<file path="src/rtl/phy_rx.sv">
// Two-lane receive PHY: per-lane COM alignment, byte-to-word packing and lane un-striping.
// Optional mid-word COM detection with sticky word_err is enabled by defining PHY_RX_IDLE_CHECK_EN.
module phy_rx #(
    parameter logic [7:0] COM_SYMBOL = 8'hBC,
    parameter int         LOCK_COUNT = 4
) (
    input  logic        clock32,
    input  logic        reset,
    input  logic        data_in0,
    input  logic        data_in1,
    output logic [31:0] data_out,
    output logic        valid_out,
    output logic        lock0,
    output logic        lock1,
    output logic        overflow
`ifdef PHY_RX_IDLE_CHECK_EN
    ,
    output logic        word_err
`endif
);

    typedef enum logic [1:0] {
        SEARCH,
        CHECK,
        LOCKED
    } state_e;

    localparam logic [3:0] LOCK_N = 4'(LOCK_COUNT);

    logic [1:0]        din;
    state_e [1:0]      state_q, state_d;
    logic [1:0][7:0]   sh_q, sh_d;
    logic [1:0][2:0]   bit_cnt_q, bit_cnt_d;
    logic [1:0][3:0]   com_cnt_q, com_cnt_d;
    logic [1:0][1:0]   byte_idx_q, byte_idx_d;
    logic [1:0][31:0]  asm_q, asm_d;
    logic [1:0][31:0]  hold_q, hold_d;
    logic [1:0]        pend_q, pend_d;
    logic [1:0]        done;
    logic              ptr_q, ptr_d;
    logic              emit;
    logic [31:0]       data_q, data_d;
    logic              valid_q, valid_d;
    logic              ovf_q, ovf_d;
`ifdef PHY_RX_IDLE_CHECK_EN
    logic              err_q, err_d;
`endif

    assign din = {data_in1, data_in0};

    always_comb begin
        state_d    = state_q;
        sh_d       = sh_q;
        bit_cnt_d  = bit_cnt_q;
        com_cnt_d  = com_cnt_q;
        byte_idx_d = byte_idx_q;
        asm_d      = asm_q;
        hold_d     = hold_q;
        pend_d     = pend_q;
        done       = '0;
        ptr_d      = ptr_q;
        emit       = 1'b0;
        data_d     = data_q;
        valid_d    = 1'b0;
        ovf_d      = ovf_q;
`ifdef PHY_RX_IDLE_CHECK_EN
        err_d      = err_q;
`endif

        for (int unsigned n = 0; n < 2; n++) begin
            sh_d[n]      = {sh_q[n][6:0], din[n]};
            bit_cnt_d[n] = bit_cnt_q[n] + 3'd1;
            case (state_q[n])
                SEARCH: begin
                    if (sh_d[n] == COM_SYMBOL) begin
                        bit_cnt_d[n] = '0;
                        com_cnt_d[n] = 4'd1;
                        state_d[n]   = CHECK;
                    end
                end
                CHECK: begin
                    if (bit_cnt_q[n] == 3'd7) begin
                        if (sh_d[n] != COM_SYMBOL) begin
                            com_cnt_d[n] = '0;
                            state_d[n]   = SEARCH;
                        end else if (com_cnt_q[n] + 4'd1 == LOCK_N) begin
                            state_d[n]   = LOCKED;
                        end else begin
                            com_cnt_d[n] = com_cnt_q[n] + 4'd1;
                        end
                    end
                end
                LOCKED: begin
                    if (bit_cnt_q[n] == 3'd7) begin
                        if (sh_d[n] != COM_SYMBOL) begin
                            // slot 0 lands in [31:24]: offset is (3-idx)*8
                            asm_d[n][{~byte_idx_q[n], 3'b000} +: 8] = sh_d[n];
                            byte_idx_d[n] = byte_idx_q[n] + 2'd1;
                            if (byte_idx_q[n] == 2'd3) begin
                                done[n]   = 1'b1;
                                hold_d[n] = asm_d[n];
                            end
                        end
`ifdef PHY_RX_IDLE_CHECK_EN
                        else if (byte_idx_q[n] != 2'd0) begin
                            byte_idx_d[n] = '0;
                            err_d         = 1'b1;
                        end
`endif
                    end
                end
                default: state_d[n] = SEARCH;
            endcase
        end

        if (pend_q[ptr_q]) begin
            emit    = 1'b1;
            data_d  = hold_q[ptr_q];
            valid_d = 1'b1;
            ptr_d   = ~ptr_q;
        end

        // A word emitted on this same edge is not lost, so it is not an overflow
        for (int unsigned n = 0; n < 2; n++) begin
            if (emit && ptr_q == 1'(n)) pend_d[n] = 1'b0;
            if (done[n]) begin
                if (pend_q[n] && !(emit && ptr_q == 1'(n))) ovf_d = 1'b1;
                pend_d[n] = 1'b1;
            end
        end
    end

    always_ff @(posedge clock32 or posedge reset) begin
        if (reset) begin
            state_q[0] <= SEARCH;
            state_q[1] <= SEARCH;
            sh_q       <= '0;
            bit_cnt_q  <= '0;
            com_cnt_q  <= '0;
            byte_idx_q <= '0;
            asm_q      <= '0;
            hold_q     <= '0;
            pend_q     <= '0;
            ptr_q      <= 1'b0;
            data_q     <= '0;
            valid_q    <= 1'b0;
            ovf_q      <= 1'b0;
`ifdef PHY_RX_IDLE_CHECK_EN
            err_q      <= 1'b0;
`endif
        end else begin
            state_q    <= state_d;
            sh_q       <= sh_d;
            bit_cnt_q  <= bit_cnt_d;
            com_cnt_q  <= com_cnt_d;
            byte_idx_q <= byte_idx_d;
            asm_q      <= asm_d;
            hold_q     <= hold_d;
            pend_q     <= pend_d;
            ptr_q      <= ptr_d;
            data_q     <= data_d;
            valid_q    <= valid_d;
            ovf_q      <= ovf_d;
`ifdef PHY_RX_IDLE_CHECK_EN
            err_q      <= err_d;
`endif
        end
    end

    assign data_out  = data_q;
    assign valid_out = valid_q;
    assign lock0     = (state_q[0] == LOCKED);
    assign lock1     = (state_q[1] == LOCKED);
    assign overflow  = ovf_q;
`ifdef PHY_RX_IDLE_CHECK_EN
    assign word_err  = err_q;
`endif

endmodule

</file>
<file path="config.mk">
export PLATFORM = sky130hd
export DESIGN_NAME = phy_rx
export DESIGN_NICKNAME = d
export VERILOG_FILES = /design/src/rtl/phy_rx.sv
export SDC_FILE = /design/constraint.sdc
export NUM_CORES = 1
export LEC_CHECK = 0
export CAP_MARGIN = 5
export CORE_ASPECT_RATIO = 1.5
export CORE_UTILIZATION = 59
export DETAILED_ROUTE_END_ITERATION = 12
export GPL_TIMING_DRIVEN = 1
export HOLD_SLACK_MARGIN = 0.08
export PLACE_DENSITY_LB_ADDON = 0.2
export SYNTH_ARGS = -nofsm -noshare
export SYNTH_HDL_FRONTEND = slang
export SYNTH_SLANG_ARGS = --single-unit
</file>
<file path="constraint.sdc">
create_clock -name clock32 -period 15.5 [get_ports clock32]
set_input_delay 3.1 -clock clock32 [delete_from_list [all_inputs] [get_ports clock32]]
set_output_delay 3.1 -clock clock32 [all_outputs]
set_load 0.05 [all_outputs]
</file>
==> metrics.md <==
| Metric | Value |
|---|---|
| Initial antenna violation count | `0` |
| Gr ovfl total | `0` |
| Area contributors post-synth | `dfrtp_1 59%, nand2_1 5.1%, a22o_1 5.0%` |
| Clock root cell | `clkbuf_16` |
| Synth Area in Compound Gates | `0.159` |
| CTS tree | `yes` |
| Area of the die | `15000 µm²` |
| Die X | `100 µm` |
| Crit-path leading delay family | `buffers and inverters` |
| Worst hold path type | `flop to flop` |
| Crit-path max FO | `43` |
| Worst slew pin tran | `1070 ps` |
| RSZ-0062 raised after global routing | `false` |
| Status | `completed` |
| CTS H-tree depth | `1` |
| Hold WS | `442 ps` |
| Critical path data arrival time | `5600 ps` |
| XOR/XNOR Fraction of Synth Area | `0.00306` |
| DR vias | `6217` |
| Vias in the first global route | `6260` |
| Worst path required time | `15810 ps` |
| Leak | `4.42 nW` |
| Top cell type's share of synthesized area | `0.587` |
| Final Max Tran Viols | `0` |
| RD Place Congestion | `0.867` |
| Syn nets | `830` |
| Crit path cell chain | `clkdlybuf4s50_1 -> nor2_1 -> a311oi_4 -> buf_4 -> nand2_1 -> nand2_1 -> o21ai_0` |
| PostCTS Resize Cnt | `0` |
| Synth Cell Area | `8570 µm²` |
| # DRC | `0` |
| Crit path max-delay cell type | `clkdlybuf4s50_1` |
| IO buf count | `39` |
| Drt total wl | `19.1 mm` |
| Placed insts | `1000` |
| Sequential share of the synthesized area | `0.587` |
| Post-route insts no fill | `1030` |
| CTS Sinks | `201` |
| Postcts setup bufs | `0` |
| Area Overhead vs Synth | `12.9%` |
| Max-Cap Viols | `0` |
| Avg Vias per Cell | `6.04` |
| Period Utilization, post-route | `0.341` |
| CTS clock-pin slew for the worst setup and hold paths | `60 ps` |
| CP bufs+invs | `2` |
| Fin crit period | `5290 ps` |
| Number of flops mapped to enable cells by yosys | `0` |
| HPWL after detailed placement | `12.8 mm` |
| Top-count cell post-synth | `dfrtp_1` |
| Ys async rst share | `1.00` |
| Worst Setup End Kind | `flop` |
| I/O pins | `40` |
| Unique masters post-synth | `56` |
| Ys flop type | `dfrtp_1` |
| Global-route wire length before repair | `31.8 mm` |
| Synth Register Bits | `201` |
| Share of cells above drive strength 1 | `0.0537` |
| DRT antenna net count | `0` |
| Initial Util | `0.607` |
| Final WS setup | `10210 ps` |
| Worst skew pair latency | `490 ps` |
| Avg Cell Area, Syn | `10.6 µm²` |
| Die span in y | `150 µm` |
| Largest net degree at the start of global routing | `129` |
| Skew final | `9.61 ps` |
| Power per cell area | `107 nW/µm²` |
| Mux share of post-synthesis cell area | `0.00234` |
| Clk buf depth | `3` |
| Max Freq | `0.189 GHz` |
| Adder-cell area share of the yosys netlist | `0.0263` |
| Yosys warnings | `0` |
| WL per Instance | `18.5 µm` |
| Post-layout nets | `851` |
| Maximum VDD drop | `68.7 µV` |
| Core Area | `14100 µm²` |
| FP Rows | `53` |
| Setup TNS | `0 ps` |
| Largest family of logic cells by synthesized area | `simple AND/OR/NAND/NOR gates` |
| Type of the worst setup path | `input port to flop` |
| Inserted Clock Buffers | `19` |
| Synth Instances | `808` |
| Placement Setup Slack | `9750 ps` |
| Final Hold Viols | `0` |
| First-iteration detailed-routing DRC count | `353` |
| All-layer global routing usage | `0.269` |
| Antenna fix cells | `0` |
| Cell mode on critical path | `nand2_1` |
| Slew Limit Headroom | `0.288` |
| CP Launch Type | `input port` |
| DR pass1 iterations | `4` |
| Max incr delay on CP | `690 ps` |
| Final Setup Violations | `0` |
| Post-synth top cells | `201 x dfrtp_1, 116 x nand2_1, 51 x o21ai_0` |
| Finished Core Util | `0.685` |
| Yosys top cell by area | `dfrtp_1` |
| Post-Synth Simple-Gate Area | `0.194` |
| Hold buffers post-CTS | `0` |
## cells in the final DEF (no fill, tap or decap), types with 2 or more instances in the layout
| cell type | count |
|---|---|
| a22o_1 | 49 |
| o211ai_1 | 2 |
| a32o_1 | 2 |
| nor2_1 | 45 |
| nand3b_1 | 18 |
| o21ai_0 | 51 |
| nand4b_1 | 9 |
| mux2i_1 | 2 |
| clkdlybuf4s50_1 | 39 |
| and2_1 | 7 |
| a31oi_1 | 25 |
| inv_1 | 11 |
| and4b_1 | 2 |
| nor3_1 | 3 |
| buf_4 | 5 |
| o21bai_1 | 2 |
| nand2_1 | 116 |
| clkbuf_1 | 3 |
| nor3_2 | 3 |
| bufinv_16 | 2 |
| a211oi_1 | 2 |
| xnor2_1 | 3 |
| clkbuf_16 | 19 |
| a21oi_1 | 44 |
| clkbuf_8 | 5 |
| nand3_1 | 34 |
| dfrtp_1 | 201 |
| ha_1 | 18 |
| nor2b_1 | 24 |
| o22ai_1 | 16 |
| nand2b_1 | 47 |
## layer usage
| metal | wire length [µm] | track usage | share of wire |
|---|---|---|---|
| met1 | 7900 | 0.341 | 0.41 |
| met2 | 9390 | 0.458 | 0.49 |
| met3 | 898 | 0.0360 | 0.047 |
| met4 | 881 | 0.125 | 0.046 |
| met5 | 0 | 0 | 0 |
## state kept, by name (all words and copies together) (netlist names), 2 cells and up
signal,cells
pend_q,2
sh_d,14
data_out,32
bit_cnt_q,6
com_cnt_q,8
state_q,4
byte_idx_q,4
asm_q,64
hold_q,64
## per-stage QoR
stage	power, mW	area [µm²]
2_1_floorplan	0.567	8570
3_3_place_gp	0.575	9050
3_5_place_dp	0.577	9050
4_1_cts	1.04	9680
5_1_grt	1.07	9680
6_report	1.04	9680
## cell families (layout without fill, tap and decap cells)
kind of cell,count (synthesis),after routing
XOR/XNOR,3,3
adder cells (fa/ha/maj),18,18
AO/OA/AOI/OAI,207,207
flip-flops,201,201
multiplexers,2,2
buffers and inverters,57,87
AND/OR/NAND/NOR,320,320
## worst paths after layout
kind / cells after the start / slack [ps] / to / start
setup / recovery: 7 / 10210 / hold_q[38] / data_in1
hold / removal: 1 / 440 / bit_cnt_q[0] / bit_cnt_q[0]
setup reg to reg: 5 / 12270 / data_out[5] / ptr_q
hold reg to reg: 1 / 440 / bit_cnt_q[0] / bit_cnt_q[0]
max in group asynchronous: 3 / 10810 / data_out[7] / reset
min in group asynchronous: 2 / 3190 / asm_q[24] / reset
## cell type report
type / count / area [µm²]
Clock buffer: 27 / 556
Tap cell: 192 / 240
Timing Repair Buffer: 44 / 428
Multi-Input combinational cell: 550 / 3300
Clock inverter: 3 / 68.8
Fill cell: 1041 / 4450
Inverter: 13 / 56.3
Sequential cell: 201 / 5030
## report_power, final
group / total, mW / switching [mW] / internal, mW
sequential: 0.544 / 0.0101 / 0.534
clock: 0.469 / 0.188 / 0.281
combinational: 0.0233 / 0.0157 / 0.00754
total: 1.04 / 0.214 / 0.822
No activity file was read; power rests on OpenSTA's default activity.
